<file path="src/rtl/mux_scan_pkg.sv">
`default_nettype none
// ============================================================================
// Module      : mux_scan_pkg
// Description : Shared types and widths for the mux scan controller.
// Revision    : 1.0 - initial release
// ============================================================================
package mux_scan_pkg;

    // Channel index width (4 channels) and dwell counter width (DWELL <= 15).
    localparam int CH_W  = 2;
    localparam int CNT_W = 4;

    // Scan controller states.
    typedef enum logic [1:0] {
        IDLE  = 2'd0,
        SEEK  = 2'd1,
        DWELL = 2'd2
    } state_t;

endpackage : mux_scan_pkg
`default_nettype wire

</file>
<file path="src/rtl/rr_pick4.sv">
`default_nettype none
// ============================================================================
// Module      : rr_pick4
// Description : Combinational 4-way round-robin picker. Returns the first set
//               request bit searching upward from last+1, wrapping around.
// Revision    : 1.0 - initial release
// ============================================================================
module rr_pick4
    import mux_scan_pkg::*;
(
    input  logic [3:0]      req,
    input  logic [CH_W-1:0] last,
    output logic [CH_W-1:0] grant,
    output logic            any
);

    logic w_found;

    // Walk last+1, last+2, last+3, last+4 (== last) and keep the first hit.
    always_comb begin
        grant   = last;
        w_found = 1'b0;
        for (int i = 1; i <= 4; i++) begin
            if (!w_found && req[CH_W'(last + CH_W'(i))]) begin
                grant   = CH_W'(last + CH_W'(i));
                w_found = 1'b1;
            end
        end
    end

    // Any request present at all.
    always_comb begin
        any = |req;
    end

endmodule : rr_pick4
`default_nettype wire

</file>
<file path="src/rtl/mux_scan_ctrl.sv">
`default_nettype none
// ============================================================================
// Module      : mux_scan_ctrl
// Description : Round-robin scan controller for a downstream tri-state 4:1
//               mux. Holds each granted channel for DWELL cycles (1..15),
//               with one SEEK gap cycle between channels.
// Revision    : 1.0 - initial release
// ============================================================================
module mux_scan_ctrl
    import mux_scan_pkg::*;
#(
    parameter int DWELL = 4
)(
    input  logic       clk,
    input  logic       rst,
    input  logic       en,
    input  logic [3:0] req,
    output logic       s0,
    output logic       s1,
    output logic       valid,
    output logic       done,
    output logic       busy
);

    // Dwell counter counts down from DWELL-1 to 0.
    localparam logic [CNT_W-1:0] C_CNT_LOAD = CNT_W'(DWELL - 1);

    state_t            r_state;
    state_t            w_state_nxt;
    logic [CH_W-1:0]   r_sel;
    logic [CH_W-1:0]   w_sel_nxt;
    logic [CNT_W-1:0]  r_cnt;
    logic [CNT_W-1:0]  w_cnt_nxt;
    logic [CH_W-1:0]   r_last;
    logic [CH_W-1:0]   w_last_nxt;
    logic [CH_W-1:0]   w_grant;
    logic              w_any;
    logic              w_sel_req;

    rr_pick4 u_rr_pick4 (
        .req   (req),
        .last  (r_last),
        .grant (w_grant),
        .any   (w_any)
    );

    assign w_sel_req = req[r_sel];

    // State, selection, counter and round-robin pointer registers.
    always_ff @(posedge clk) begin
        if (rst) begin
            r_state <= IDLE;
            r_sel   <= '0;
            r_cnt   <= '0;
            r_last  <= CH_W'(3);
        end else begin
            r_state <= w_state_nxt;
            r_sel   <= w_sel_nxt;
            r_cnt   <= w_cnt_nxt;
            r_last  <= w_last_nxt;
        end
    end

    // Next-state logic: seek a grant, dwell on it, abort if its request drops.
    always_comb begin
        w_state_nxt = r_state;
        w_sel_nxt   = r_sel;
        w_cnt_nxt   = r_cnt;
        w_last_nxt  = r_last;
        case (r_state)
            IDLE: begin
                if (en && w_any) begin
                    w_state_nxt = SEEK;
                end
            end
            SEEK: begin
                if (en && w_any) begin
                    w_sel_nxt   = w_grant;
                    w_cnt_nxt   = C_CNT_LOAD;
                    w_state_nxt = mux_scan_pkg::DWELL;
                end else begin
                    w_state_nxt = IDLE;
                end
            end
            mux_scan_pkg::DWELL: begin
                if (!w_sel_req) begin
                    // Requester withdrew: move on without a done pulse.
                    w_last_nxt  = r_sel;
                    w_state_nxt = SEEK;
                end else if (r_cnt == '0) begin
                    // Dwell complete; en only matters once the dwell ends.
                    w_last_nxt  = r_sel;
                    w_state_nxt = en ? SEEK : IDLE;
                end else begin
                    w_cnt_nxt = r_cnt - CNT_W'(1);
                end
            end
            default: begin
                w_state_nxt = IDLE;
            end
        endcase
    end

    // Outputs: selects/valid/busy from registers, done also qualified by req.
    always_comb begin
        s0    = r_sel[0];
        s1    = r_sel[1];
        valid = (r_state == mux_scan_pkg::DWELL);
        busy  = (r_state != IDLE);
        done  = (r_state == mux_scan_pkg::DWELL) && (r_cnt == '0) && w_sel_req;
    end

endmodule : mux_scan_ctrl
`default_nettype wire

</file>
<file path="config.mk">
export PLATFORM = sky130hd
export DESIGN_NAME = mux_scan_ctrl
export DESIGN_NICKNAME = d
export VERILOG_FILES = /design/src/rtl/mux_scan_pkg.sv /design/src/rtl/rr_pick4.sv /design/src/rtl/mux_scan_ctrl.sv
export SDC_FILE = /design/constraint.sdc
export NUM_CORES = 1
export LEC_CHECK = 0
export CAP_MARGIN = 20
export CORE_MARGIN = 2
export CORE_UTILIZATION = 28
export DETAILED_ROUTE_END_ITERATION = 12
export GPL_TIMING_DRIVEN = 0
export RECOVER_POWER = 100
export SYNTH_ARGS = -nofsm -noshare
export SYNTH_HDL_FRONTEND = slang
export SYNTH_SLANG_ARGS = --single-unit
</file>
<file path="constraint.sdc">
create_clock -name clk -period 2 [get_ports clk]
set_input_delay 0.4 -clock clk [delete_from_list [all_inputs] [get_ports clk]]
set_output_delay 0.4 -clock clk [all_outputs]
set_load 0.01 [all_outputs]
</file>
==> run summary, run 1 <==
Layout cells sized above 1 -> 22.5%
Distinct cell type count after synthesis -> 29
Root buffer cell -> clkbuf_4
Crit Path Max Fanout -> 5
Row cnt -> 17
Mapped Area -> 679 sq um
Hpwl dp -> 1240 um
Final WL -> 1680 um
Fin crit period -> 1.94 ns
Largest buffer count on any clock path -> 2
Drt initial violations -> 10
Most common flop cell mapped by yosys -> dfxtp_1
Drt wl/cell -> 12.9 um
Flop pwr share -> 33.9%
Mapped Cells -> 83
Peak VDD IR -> 0.492 mV
Number of global-route vias before repair -> 648
Clock sinks -> 10
Most frequent cells in the layout -> inv_1 (8), nor2_1 (8), dfxtp_1 (8), nand2_1 (7)
First-pass DRT Iterations -> 4
TritonCTS clock tree -> done
GRT Total Usage -> 13.5%
I/O pin total -> 12
Fmax -> 516 MHz
Die ar. -> 2840 sq um
CP required -> 1.60 ns
Final core utilization -> 40.8%
DRC errors left -> 0
NumNets Final -> 116
Register area share after synthesis -> 29.5%
Yosys warns -> 0
Crit. End Element -> output port
Setup crit start kind -> input port
Internal power -> 0.510 mW
GR Overflow Total -> 0
Largest area contributor in the synthesized netlist -> dfxtp_1
Skew-Pair Late Insertion Delay -> 0.26 ns
Outcome -> completed
Slew margin rel. -> 66.9%
#FFs+latches synth -> 10
Crit Path Class -> input port to output port
Clk pwr share -> 22.9%
Clock Skews -> 0.00238 ns
Sw frac -> 37.4%
Global-route wire length before repair -> 2810 um
Worst Hold Class -> register to register
Syn Nets -> 96
Post-route ant nets -> 0
# fillers -> 248
CTS Buf Count -> 3
Setup ws final -> 0.0620 ns
Core box area -> 2250 sq um
Comb pwr share -> 43.2%
Worst-margin pin slew -> 0.491 ns
EDFF count, synth -> 0
P_sw -> 0.305 mW
Initial antenna violation count -> 0
GPL Wtd Cong -> 0.758
Max Cap Viol -> 0
LEAKAGE -> 0.355 nW
Synth top area share -> 29.5%
Width of the die -> 53.3 um
Slew Viols, Final -> 0
CTS H-tree lvls -> 1
Die Height -> 53.3 um
Largest cells by area after synthesis -> dfxtp_1 (29%), ha_1 (11%), inv_1 (4.4%)
RSZ-0062 raised after global routing -> no
Antenna diodes -> 0
FFs w/ async S/R, synth -> 0%
Area grow syn2layout -> 35.5%
Pre-CTS setup slack -> -0.593 ns
Routed vias/inst -> 5.28
Count of final setup violators -> 0
Largest net degree at the start of global routing -> 11
Clock slew at reported path FFs -> 0.07 ns
PwrDens -> 885 nW/um^2
Initial Util -> 30.1%
Crit path DAT -> 1.54 ns
Hold Fails Final Rpt -> 0
Part of the cycle the worst path needs -> 96.9%
Total number of vias -> 686
Port bufs -> 11
Syn Area/Cell -> 8.19 sq um
synth_stat cells (2+ instances only):
master and instances:
nand2_1 7, nor2_1 8, ha_1 6, nand2b_1 3, o31ai_1 4, dfxtp_1 10, nor3_1 4, nand3b_1 3
a21oi_1 3, or4_1 2, inv_1 8, a31oi_1 3, o21ai_0 2, a21boi_1 2, nand3_1 4
cells by family after synthesis:
group,share of synthesized area [%]
buffers and inverters,4.97
flip-flops,29.5
adder cells (fa/ha/maj),11.0
multiplexers,3.31
AO/OA/AOI/OAI,24.1
AND/OR/NAND/NOR,27.1
power groups by stage:
stage,sequential (mW),combinational (mW),clock (mW)
floorplan,0.273,0.235,0
global placement,0.278,0.320,0
detailed placement,0.280,0.327,0
CTS,0.274,0.340,0.189
global route,0.285,0.398,0.207
finish,0.276,0.352,0.187
worst max-delay path, cell delays in order:
cell	delay, ns
clkdlybuf4s15_2	0.22
mux4_2	0.50
and4_4	0.20
clkdlybuf4s15_2	0.22
routing by layer:
| metal | GRT usage (%) | share of wire, % |
|---|---|---|
| met2 | 23.0 | 47 |
| met4 | 5.13 | 0.60 |
| met3 | 3.39 | 4.7 |
| met5 | 0 | 0 |
| met1 | 15.9 | 47 |
stage by stage:
step / TNS [ns] / instance area [sq um] / hold slack, ns / instances / power, mW
global placement: -3.00 / 825 / 0.477 / 122 / 0.599
floorplan: 0 / 679 / 0.459 / 83 / 0.508
CTS: 0 / 883 / 0.497 / 128 / 0.802
detailed placement: -2.98 / 825 / 0.485 / 122 / 0.607
global route: 0 / 921 / 0.536 / 130 / 0.889
finish: 0 / 921 / 0.494 / 130 / 0.815
registers in the layout, indices dropped and copies added, names as in the netlist:
name / cells
r_last: 2
r_sel: 2
r_state: 2
r_cnt: 4
path summary, 6_finish.rpt:
path                                    to      from  slack (ns)  cells after the start
worst max-delay path                  done    req[3]        0.06                      4
worst min-delay path              r_cnt[3]  r_cnt[3]        0.49                      2
worst max register to register  r_state[1]  r_sel[0]        0.18                      6
worst min register to register    r_cnt[3]  r_cnt[3]        0.49                      2
final cells by class:
type / instances / area (sq um) / area share [%]
clock buffers: 4 / 36.3 / 3.94
multi-input cells: 64 / 467 / 50.7
plain buffers: 1 / 3.75 / 0.408
well taps: 28 / 35.0 / 3.80
repair buffers: 15 / 146 / 15.9
flip-flops and latches: 10 / 203 / 22.0
inverters: 8 / 30.0 / 3.26
timing repair:
action,4_1_cts,5_1_grt
resized for setup,16,6
setup endpoints to repair,5,8
buffers inserted,2,2
hold buffers,0,0
cloned,0,0
(Power assumes the default switching activity.)
==> inputs of run 2 (changes only) <==
--- a/config.mk
+++ b/config.mk
@@ -10,6 +10,8 @@
 export CORE_UTILIZATION = 28
 export DETAILED_ROUTE_END_ITERATION = 12
 export GPL_TIMING_DRIVEN = 0
+export HOLD_SLACK_MARGIN = 0.08
+export PLACE_DENSITY = 0.48
 export RECOVER_POWER = 100
 export SYNTH_ARGS = -nofsm -noshare
 export SYNTH_HDL_FRONTEND = slang
==> run summary, run 2 (synthesis results as in run 1) <==
GRT Total Usage -> 14.0%
Row cnt -> 17
Total number of vias -> 672
Largest net degree at the start of global routing -> 11
Clock slew at reported path FFs -> 0.08 ns
I/O pin total -> 12
GR Util met3 -> 4.24%
Count of final setup violators -> 0
Drt wl/cell -> 12.7 um
Initial Util -> 30.1%
Routed vias/inst -> 5.25
Antenna diodes -> 0
Outcome -> completed
RSZ-0062 raised after global routing -> yes
Setup crit start kind -> input port
Fin cells -> 128
Core box area -> 2250 sq um
GPL Wtd Cong -> 0.695
GR Layer Usage met1 -> 18.8%
Hpwl dp -> 1190 um
Most Crowded Layer GR -> met2
Part of the cycle the worst path needs -> 98.6%
Pre-CTS setup slack -> -0.593 ns
Number of global-route vias before repair -> 638
Clock sinks -> 10
Port bufs -> 11
Worst-margin pin slew -> 0.490 ns
Most common cell after layout, fill and taps aside -> dfxtp_1
Area grow syn2layout -> 29.8%
Width of the die -> 53.3 um
CTS Buf Count -> 3
Setup ws final -> 0.0286 ns
Drt initial violations -> 17
Root buffer cell -> clkbuf_4
LEAKAGE -> 0.340 nW
GR Overflow Total -> 0
Initial antenna violation count -> 0
Post-route ant nets -> 0
Flop2flop setup slack -> 0.25 ns
Most frequent cells in the layout -> dfxtp_1 (9), inv_1 (8), nor2_1 (8), nand2_1 (7)
CP required -> 1.60 ns
Crit Path Class -> input port to output port
Largest reg by FF count -> r_cnt
Skew-Pair Late Insertion Delay -> 0.26 ns
# fillers -> 250
NumNets Final -> 114
Hold Fails Final Rpt -> 0
Worst hold margin -> 0.505 ns
Global-route wire length before repair -> 2890 um
Final core utilization -> 39.1%
Clock Skews -> 0.00666 ns
Slew margin rel. -> 67.0%
CTS H-tree lvls -> 1
Fin crit period -> 1.97 ns
Setup TNS -> 0 ns
PwrDens -> 904 nW/um^2
Die Height -> 53.3 um
Largest buffer count on any clock path -> 2
First-pass DRT Iterations -> 4
Slew Viols, Final -> 0
Layout cells sized above 1 -> 19.0%
Max FFs per register -> 4
Met2 Use GR -> 20.6%
Die ar. -> 2840 sq um
Crit Path Max Fanout -> 5
Crit path DAT -> 1.57 ns
Final WL -> 1630 um
Max Cap Viol -> 0
Worst Hold Class -> register to register
DRC errors left -> 0
Crit. End Element -> output port
Fmax -> 507 MHz
TritonCTS clock tree -> done
Peak VDD IR -> 0.477 mV
Placed Cells -> 122
## run 2: path summary, 6_finish.rpt
path                  from         end  cells past startpoint
setup / recovery    req[1]        done                      4
hold / removal    r_sel[1]   r_last[1]                      2
setup reg to reg  r_cnt[0]  r_state[1]                      6
hold reg to reg   r_sel[1]   r_last[1]                      2
## run 2: critical path, stage by stage
cell and delay [ns]:
clkdlybuf4s15_1 0.25, mux4_2 0.51, and4_4 0.20, clkdlybuf4s15_2 0.21
## run 2: what timing repair did
action,in CTS,in global routing
setup endpoints to repair,6,6
setup buffers,2,0
hold buffers,0,0
endpoints found under the hold margin,0,0
gates resized for setup,13,5
## run 2: metrics by stage
stage	total power, mW	area [sq um]
2_1_floorplan	0.508	679
3_5_place_dp	0.606	825
6_report	0.797	882
5_1_grt	0.879	882
3_3_place_gp	0.605	825
4_1_cts	0.811	881
## run 2: final cells by class
cell class	count	area, sq um	area share, %
plain buffers	1	3.75	0.426
repair buffers	13	116	13.2
inverters	8	30.0	3.40
flip-flops and latches	10	201	22.8
clock buffers	4	36.3	4.11
well taps	28	35.0	3.97
multi-input cells	64	459	52.1
## run 2: report_power, final
| group | switching [mW] | total [mW] | internal, mW |
|---|---|---|---|
| logic | 0.184 | 0.337 | 0.153 |
| registers | 0.0347 | 0.275 | 0.240 |
| clock network | 0.0748 | 0.185 | 0.110 |
| total | 0.294 | 0.797 | 0.503 |
## run 2: per-layer routing
layer	wire length (um)	vias up	share of wire (%)
met5	0	-	0
met4	17	0	1.0
met3	93	2	5.7
met2	720	23	44
met1	796	302	49
li1	-	345	-
